[config.mk]
export PLATFORM = sky130hd
export DESIGN_NAME = leaf_out_arbiter
export DESIGN_NICKNAME = d
export VERILOG_FILES = /design/src/rtl/leaf_out_arbiter.sv
export SDC_FILE = /design/constraint.sdc
export NUM_CORES = 1
export LEC_CHECK = 0
export BUFFER_PORTS_ARGS = -buffer_cell sky130_fd_sc_hd__buf_2
export CAP_MARGIN = 30
export CORE_MARGIN = 3
export CORE_UTILIZATION = 56
export CTS_CLUSTER_SIZE = 30
export DETAILED_ROUTE_END_ITERATION = 12
export PLACE_DENSITY = 0.91
export SLEW_MARGIN = 30
export SYNTH_ARGS = -nofsm -noshare
export SYNTH_HDL_FRONTEND = slang
export SYNTH_SLANG_ARGS = --single-unit
[constraint.sdc]
create_clock -name clk -period 10.1 [get_ports clk]
set_input_delay 1.01 -clock clk [delete_from_list [all_inputs] [get_ports clk]]
set_output_delay 1.01 -clock clk [all_outputs]
set_load 0.01 [all_outputs]
[src/rtl/leaf_out_arbiter.sv]
// Round-robin, credit-gated arbiter that packs user words into BFT leaf packets.
// Define LEAF_ARB_SEQ_NUM_EN to add per-port 7-bit sequence numbers in bits [38:32].
`timescale 1ns/1ps

module leaf_out_arbiter #(
  parameter int unsigned PACKET_BITS           = 49,
  parameter int unsigned PAYLOAD_BITS          = 32,
  parameter int unsigned NUM_LEAF_BITS         = 5,
  parameter int unsigned NUM_PORT_BITS         = 4,
  parameter int unsigned NUM_OUT_PORTS         = 4,
  parameter int unsigned CREDIT_INIT           = 128,
  parameter int unsigned FREESPACE_UPDATE_SIZE = 64
) (
  input  logic                                   clk,
  input  logic                                   reset,
  input  logic                                   resend,
  input  logic [NUM_OUT_PORTS*PAYLOAD_BITS-1:0]  din_leaf_user2arb,
  input  logic [NUM_OUT_PORTS-1:0]               vld_user2arb,
  output logic [NUM_OUT_PORTS-1:0]               ack_arb2user,
  input  logic                                   cfg_vld,
  input  logic [2:0]                             cfg_port,
  input  logic [NUM_LEAF_BITS-1:0]               cfg_leaf,
  input  logic [NUM_PORT_BITS-1:0]               cfg_dport,
  input  logic                                   credit_upd_vld,
  input  logic [2:0]                             credit_upd_port,
  output logic [PACKET_BITS-1:0]                 dout_leaf_arb2bft
);

  localparam int unsigned SeqBits = 7;

  typedef enum logic [1:0] {StInit, StRun, StStall} state_e;

  state_e                   state_q;
  logic [7:0]               credit_q [NUM_OUT_PORTS];
  logic [7:0]               credit_d [NUM_OUT_PORTS];
  logic [NUM_LEAF_BITS-1:0] leaf_q   [NUM_OUT_PORTS];
  logic [NUM_PORT_BITS-1:0] dport_q  [NUM_OUT_PORTS];
  logic [NUM_OUT_PORTS-1:0] configured_q;
  logic [2:0]               last_grant_q;
  logic [PACKET_BITS-1:0]   dout_q;
  logic [SeqBits-1:0]       seq_val  [NUM_OUT_PORTS];

  logic [NUM_OUT_PORTS-1:0] eligible;
  logic [NUM_OUT_PORTS-1:0] upd_hit;
  logic [NUM_OUT_PORTS-1:0] cfg_hit;
  logic                     grant_vld;
  logic [2:0]               grant_idx;
  logic [PACKET_BITS-1:0]   packet;

  // Only RUN with resend low may grant; reset gates the combinational ack too.
  always_comb begin
    for (int i = 0; i < NUM_OUT_PORTS; i++) begin
      eligible[i] = vld_user2arb[i] && (credit_q[i] != 8'd0) && configured_q[i];
      upd_hit[i]  = credit_upd_vld && (credit_upd_port == 3'(i));
      cfg_hit[i]  = cfg_vld && (cfg_port == 3'(i));
    end
    if (reset || (state_q != StRun) || resend) begin
      eligible = '0;
    end
  end

  always_comb begin
    int unsigned idx;
    idx       = 0;
    grant_vld = 1'b0;
    grant_idx = last_grant_q;
    for (int unsigned k = 0; k < NUM_OUT_PORTS; k++) begin
      idx = (32'(last_grant_q) + 32'd1 + k) % NUM_OUT_PORTS;
      for (int i = 0; i < NUM_OUT_PORTS; i++) begin
        if (!grant_vld && (idx == 32'(i)) && eligible[i]) begin
          grant_vld = 1'b1;
          grant_idx = 3'(i);
        end
      end
    end
  end

  always_comb begin
    for (int i = 0; i < NUM_OUT_PORTS; i++) begin
      ack_arb2user[i] = grant_vld && (grant_idx == 3'(i));
    end
  end

  always_comb begin
    logic [PAYLOAD_BITS-1:0]  sel_payload;
    logic [NUM_LEAF_BITS-1:0] sel_leaf;
    logic [NUM_PORT_BITS-1:0] sel_dport;
    logic [SeqBits-1:0]       sel_seq;
    sel_payload = '0;
    sel_leaf    = '0;
    sel_dport   = '0;
    sel_seq     = '0;
    for (int i = 0; i < NUM_OUT_PORTS; i++) begin
      if (ack_arb2user[i]) begin
        sel_payload = din_leaf_user2arb[i*PAYLOAD_BITS +: PAYLOAD_BITS];
        sel_leaf    = leaf_q[i];
        sel_dport   = dport_q[i];
        sel_seq     = seq_val[i];
      end
    end
    packet = {1'b1, sel_leaf, sel_dport, sel_seq, sel_payload};
  end

  // Credit math in 9 bits so update-plus-grant saturates instead of wrapping.
  always_comb begin
    logic [8:0] sum;
    sum = '0;
    for (int i = 0; i < NUM_OUT_PORTS; i++) begin
      sum = {1'b0, credit_q[i]}
            + (upd_hit[i] ? 9'(FREESPACE_UPDATE_SIZE) : 9'd0)
            - {8'd0, ack_arb2user[i]};
      credit_d[i] = (sum > 9'd255) ? 8'hFF : sum[7:0];
    end
  end

  always_ff @(posedge clk) begin
    if (reset) begin
      state_q      <= StInit;
      dout_q       <= '0;
      last_grant_q <= 3'(NUM_OUT_PORTS - 1);
      configured_q <= '0;
      for (int i = 0; i < NUM_OUT_PORTS; i++) begin
        credit_q[i] <= 8'(CREDIT_INIT);
        leaf_q[i]   <= '0;
        dport_q[i]  <= '0;
      end
    end else begin
      unique case (state_q)
        StInit: begin
          state_q      <= resend ? StStall : StRun;
          configured_q <= '0;
          for (int i = 0; i < NUM_OUT_PORTS; i++) begin
            credit_q[i] <= 8'(CREDIT_INIT);
            leaf_q[i]   <= '0;
            dport_q[i]  <= '0;
          end
        end
        StRun, StStall: begin
          state_q <= resend ? StStall : StRun;
          for (int i = 0; i < NUM_OUT_PORTS; i++) begin
            credit_q[i] <= credit_d[i];
            if (cfg_hit[i]) begin
              leaf_q[i]       <= cfg_leaf;
              dport_q[i]      <= cfg_dport;
              configured_q[i] <= 1'b1;
            end
          end
        end
        default: state_q <= StInit;
      endcase
      dout_q <= grant_vld ? packet : '0;
      if (grant_vld) begin
        last_grant_q <= grant_idx;
      end
    end
  end

`ifdef LEAF_ARB_SEQ_NUM_EN
  logic [SeqBits-1:0] seq_q [NUM_OUT_PORTS];

  always_ff @(posedge clk) begin
    if (reset) begin
      for (int i = 0; i < NUM_OUT_PORTS; i++) begin
        seq_q[i] <= '0;
      end
    end else begin
      for (int i = 0; i < NUM_OUT_PORTS; i++) begin
        if (ack_arb2user[i]) begin
          seq_q[i] <= seq_q[i] + 7'd1;
        end
      end
    end
  end

  always_comb begin
    for (int i = 0; i < NUM_OUT_PORTS; i++) begin
      seq_val[i] = seq_q[i];
    end
  end
`else
  always_comb begin
    for (int i = 0; i < NUM_OUT_PORTS; i++) begin
      seq_val[i] = '0;
    end
  end
`endif

  assign dout_leaf_arb2bft = dout_q;

endmodule

==> flow_summary.ini <==
[logic_synthesis]
yosys.area.top_type = edfxtp_1
synthFlopType = dfxtp_1
syn-mean-instance-area_um2 = 9.75
synth-edff-count = 51
synthArstFlopShare = 0
synthCells = 682
syn_area_um2 = 6650
ys_warn_count = 0
ys_ff_latch = 118
synth_top_area_share = 0.230
synthTopCellsByArea = edfxtp_1 (23%), dfxtp_1 (20%), ha_1 (8.8%)
yosysSeqAreaShare = 0.432
yosysUniqueCellTypes = 64

[power_and_ir_drop]
vdd_drop_max_v = 0.000125
p_seq_frac = 0.339
p_sw_frac = 0.327
comb_power_share = 0.318
clkPwrFrac = 0.344
p_int_mw = 1.16
p_leak_nw = 3.69
p_per_area_nw_per_um2 = 209
p_sw_mw = 0.562

[cts]
clk_pin_slew_worst_paths_ps = 60
cts_buffers = 17
htreeDepth = 4
cts_hold_buf = 0
clock_latency_ps = 420
cts-root-buf = clkbuf_16
cts_tree = done
clock_sinks = 118
post_cts_resized = 0
cts_setup_buffers = 0
clock_path_buffers = 2

[sta]
rsz0062_at_grt = false
clock.fmax_ghz = 0.223
tightest_slew_ps = 811
slew_violations = 0
skew_ps = 7.92
fin_crit_sh = 0.443
hold_viol_final = 0
max_slew_margin = 0.458
fin_crit_ps = 4480
setup_tns_ps = 0
final-setup-viol-count = 0

[floorplan]
dieArea_um2 = 13200
rows = 39
start_util = 0.578
die_w_um = 115
core_area_um2 = 11500
fp.dieH_um = 115
pin_count = 205

[layout]
nNetsFinal = 1070
final_common_cell = buf_2
mostFrequentLayoutCells = buf_2 (197), dfxtp_1 (67), nand2_1 (66)
drive_gt1_frac = 0.285
postLayoutCellArea_um2 = 8220
syn_to_final_growth_pct = 23.6
fill_cells = 849

[worst_setup_path]
path_cells = buf_2 > nor3b_4 > o311ai_4 > nand2b_1 > a21oi_4 > buf_4 > nor2_1 > ha_1 > inv_1 > ha_1 > inv_1 > fa_1 > o21bai_1 > a21oi_1 > o21bai_1 > a21oi_1 > xor2_1 > nand3_1
reg2reg_depth = 18
cp_max_fo = 42
arrival_ps = 4610
critical_path.startpoint_type = input pin
timing.critical_path.buf_inv = 4
required_ps = 10230
worstSetupEndpoint = credit_q[3][7]
path_class = input pin to flip-flop
endpoint_kind = flip-flop
cp_slowest_stage_delay_ps = 490
cp.depth = 18
r2r-start = credit_q[1][2]
r2r_end = credit_q[3][1]
critPathTopFamily = simple AND/OR/NAND/NOR gates
slowest_stage = nor3b_4
rrSetupSlack_ps = 5770
worstSetupStartpoint = reset

[detailed_routing]
wl_per_cell_um = 18.1
antenna_left = 0
drt-pass1-iter-count = 9
wirelength_mm = 18.5
via_per_inst = 5.93
vias = 6068
drtIter0Drc = 717
drc_errors = 0

[global_route]
grt_usage = 0.274
grt_antenna_before_repair = 1
overflow = 0
grt_max_degree = 44
grt_pass1_vias = 5586
grt_pass1_wl_mm = 28.0

[placed_design]
portBuffers = 197
placed_area_um2 = 7620
gp_congestion = 0.947
hpwl_mm = 13.0

[status]
status = completed

[run]
maxCapViolations = 0

[worst_hold_path]
min_path_type = flip-flop to flip-flop
kinds of logic (layout without fill, tap and decap cells):
family                     after synthesis  count (layout)  share of synthesized area
other                                    1               8                   0.000564
and+or+nand+nor                        192             192                      0.154
DFF                                    118             118                      0.432
muxes                                    2               2                    0.00301
adders and majority gates               51              51                      0.100
buffers and inverters                  102             294                     0.0728
AOI/OAI and AO/OA                      195             195                      0.209
xor gates and xnor gates                21              21                     0.0277
power groups by stage:
stage	logic [mW]	clock network, mW	registers [mW]
after global placement	0.512	0	0.589
after floorplan	0.415	0	0.579
after global routing	0.609	0.620	0.589
after detailed placement	0.530	0	0.592
final	0.547	0.591	0.583
after CTS	0.538	0.598	0.582
stage by stage:
step | cells | utilization | total power, mW | worst slack, ps | hold WS (ps)
after floorplan | 688 | - | 0.995 | 5880 | 432
after global placement | 991 | 0.662 | 1.10 | 5500 | 460
after detailed placement | 991 | 0.662 | 1.12 | 5350 | 470
after CTS | 1023 | 0.713 | 1.72 | 5650 | 491
after global routing | 1024 | 0.714 | 1.82 | 5310 | 505
final | 1024 | 0.714 | 1.72 | 5620 | 493
cell type report:
type	instances	area, µm²	area share
clock inverter	10	95.1	0.0116
inverter	60	225	0.0274
clock buffer	22	495	0.0603
sequential	118	2870	0.350
antenna	1	2.50	0.000305
multi-input combinational	468	3320	0.405
tap	143	179	0.0218
timing repair buffer	202	1020	0.125
how the worst min path moves through the flow:
stage	end	slack, ps	cells past startpoint	startpoint
global route	configured_q[3]	500	2	configured_q[3]
CTS	dout_leaf_arb2bft[41]	490	2	dport_q[1][2]
floorplan	configured_q[1]	430	2	configured_q[1]
detailed placement	dout_leaf_arb2bft[47]	470	2	leaf_q[1][4]
global placement	dout_leaf_arb2bft[43]	460	2	leaf_q[1][0]
finish	dout_leaf_arb2bft[41]	490	2	dport_q[1][2]
metal layers:
metal  share of wire  GRT usage  vias to the layer above
li1                -          -                     2838
met1            0.38      0.318                     2849
met2            0.49      0.467                      330
met3           0.093     0.0874                       51
met4           0.036      0.116                        0
met5               0          0                        -
registers in the layout, summed over array words and instances (netlist names):
| signal | flops |
|---|---|
| configured_q | 4 |
| credit_q | 32 |
| dout_leaf_arb2bft | 42 |
| dport_q | 16 |
| last_grant_q | 2 |
| leaf_q | 20 |
| state_q | 2 |
tightest hold or removal path, delay by kind of cell (launching register included):
| family | cells | cell delay [ps] |
|---|---|---|
| AO/OA/AOI/OAI | 2 | 140 |
| flip-flops | 1 | 320 |
cell usage after synthesis (all sizes together), types with 2 or more instances:
cell,number
nand2b,8
xnor2,12
o211ai,6
a31oi,10
clkbuf,20
nor3b,12
nand2,67
a21oi,57
edfxtp,51
nand3b,2
nor2b,3
fa,4
o21bai,6
inv,60
nor4b,2
o21a,2
a222oi,41
o211a,2
nand4bb,3
or2,2
o2111ai,2
or3,4
nand4b,2
nor3,8
xor2,9
a21o,2
dfxtp,67
nand3,5
or4,2
buf,22
ha,47
and2,30
o21ai,58
mux2i,2
nor2,36
or3b,3
Note: power is estimated with default switching activity, not from simulation.
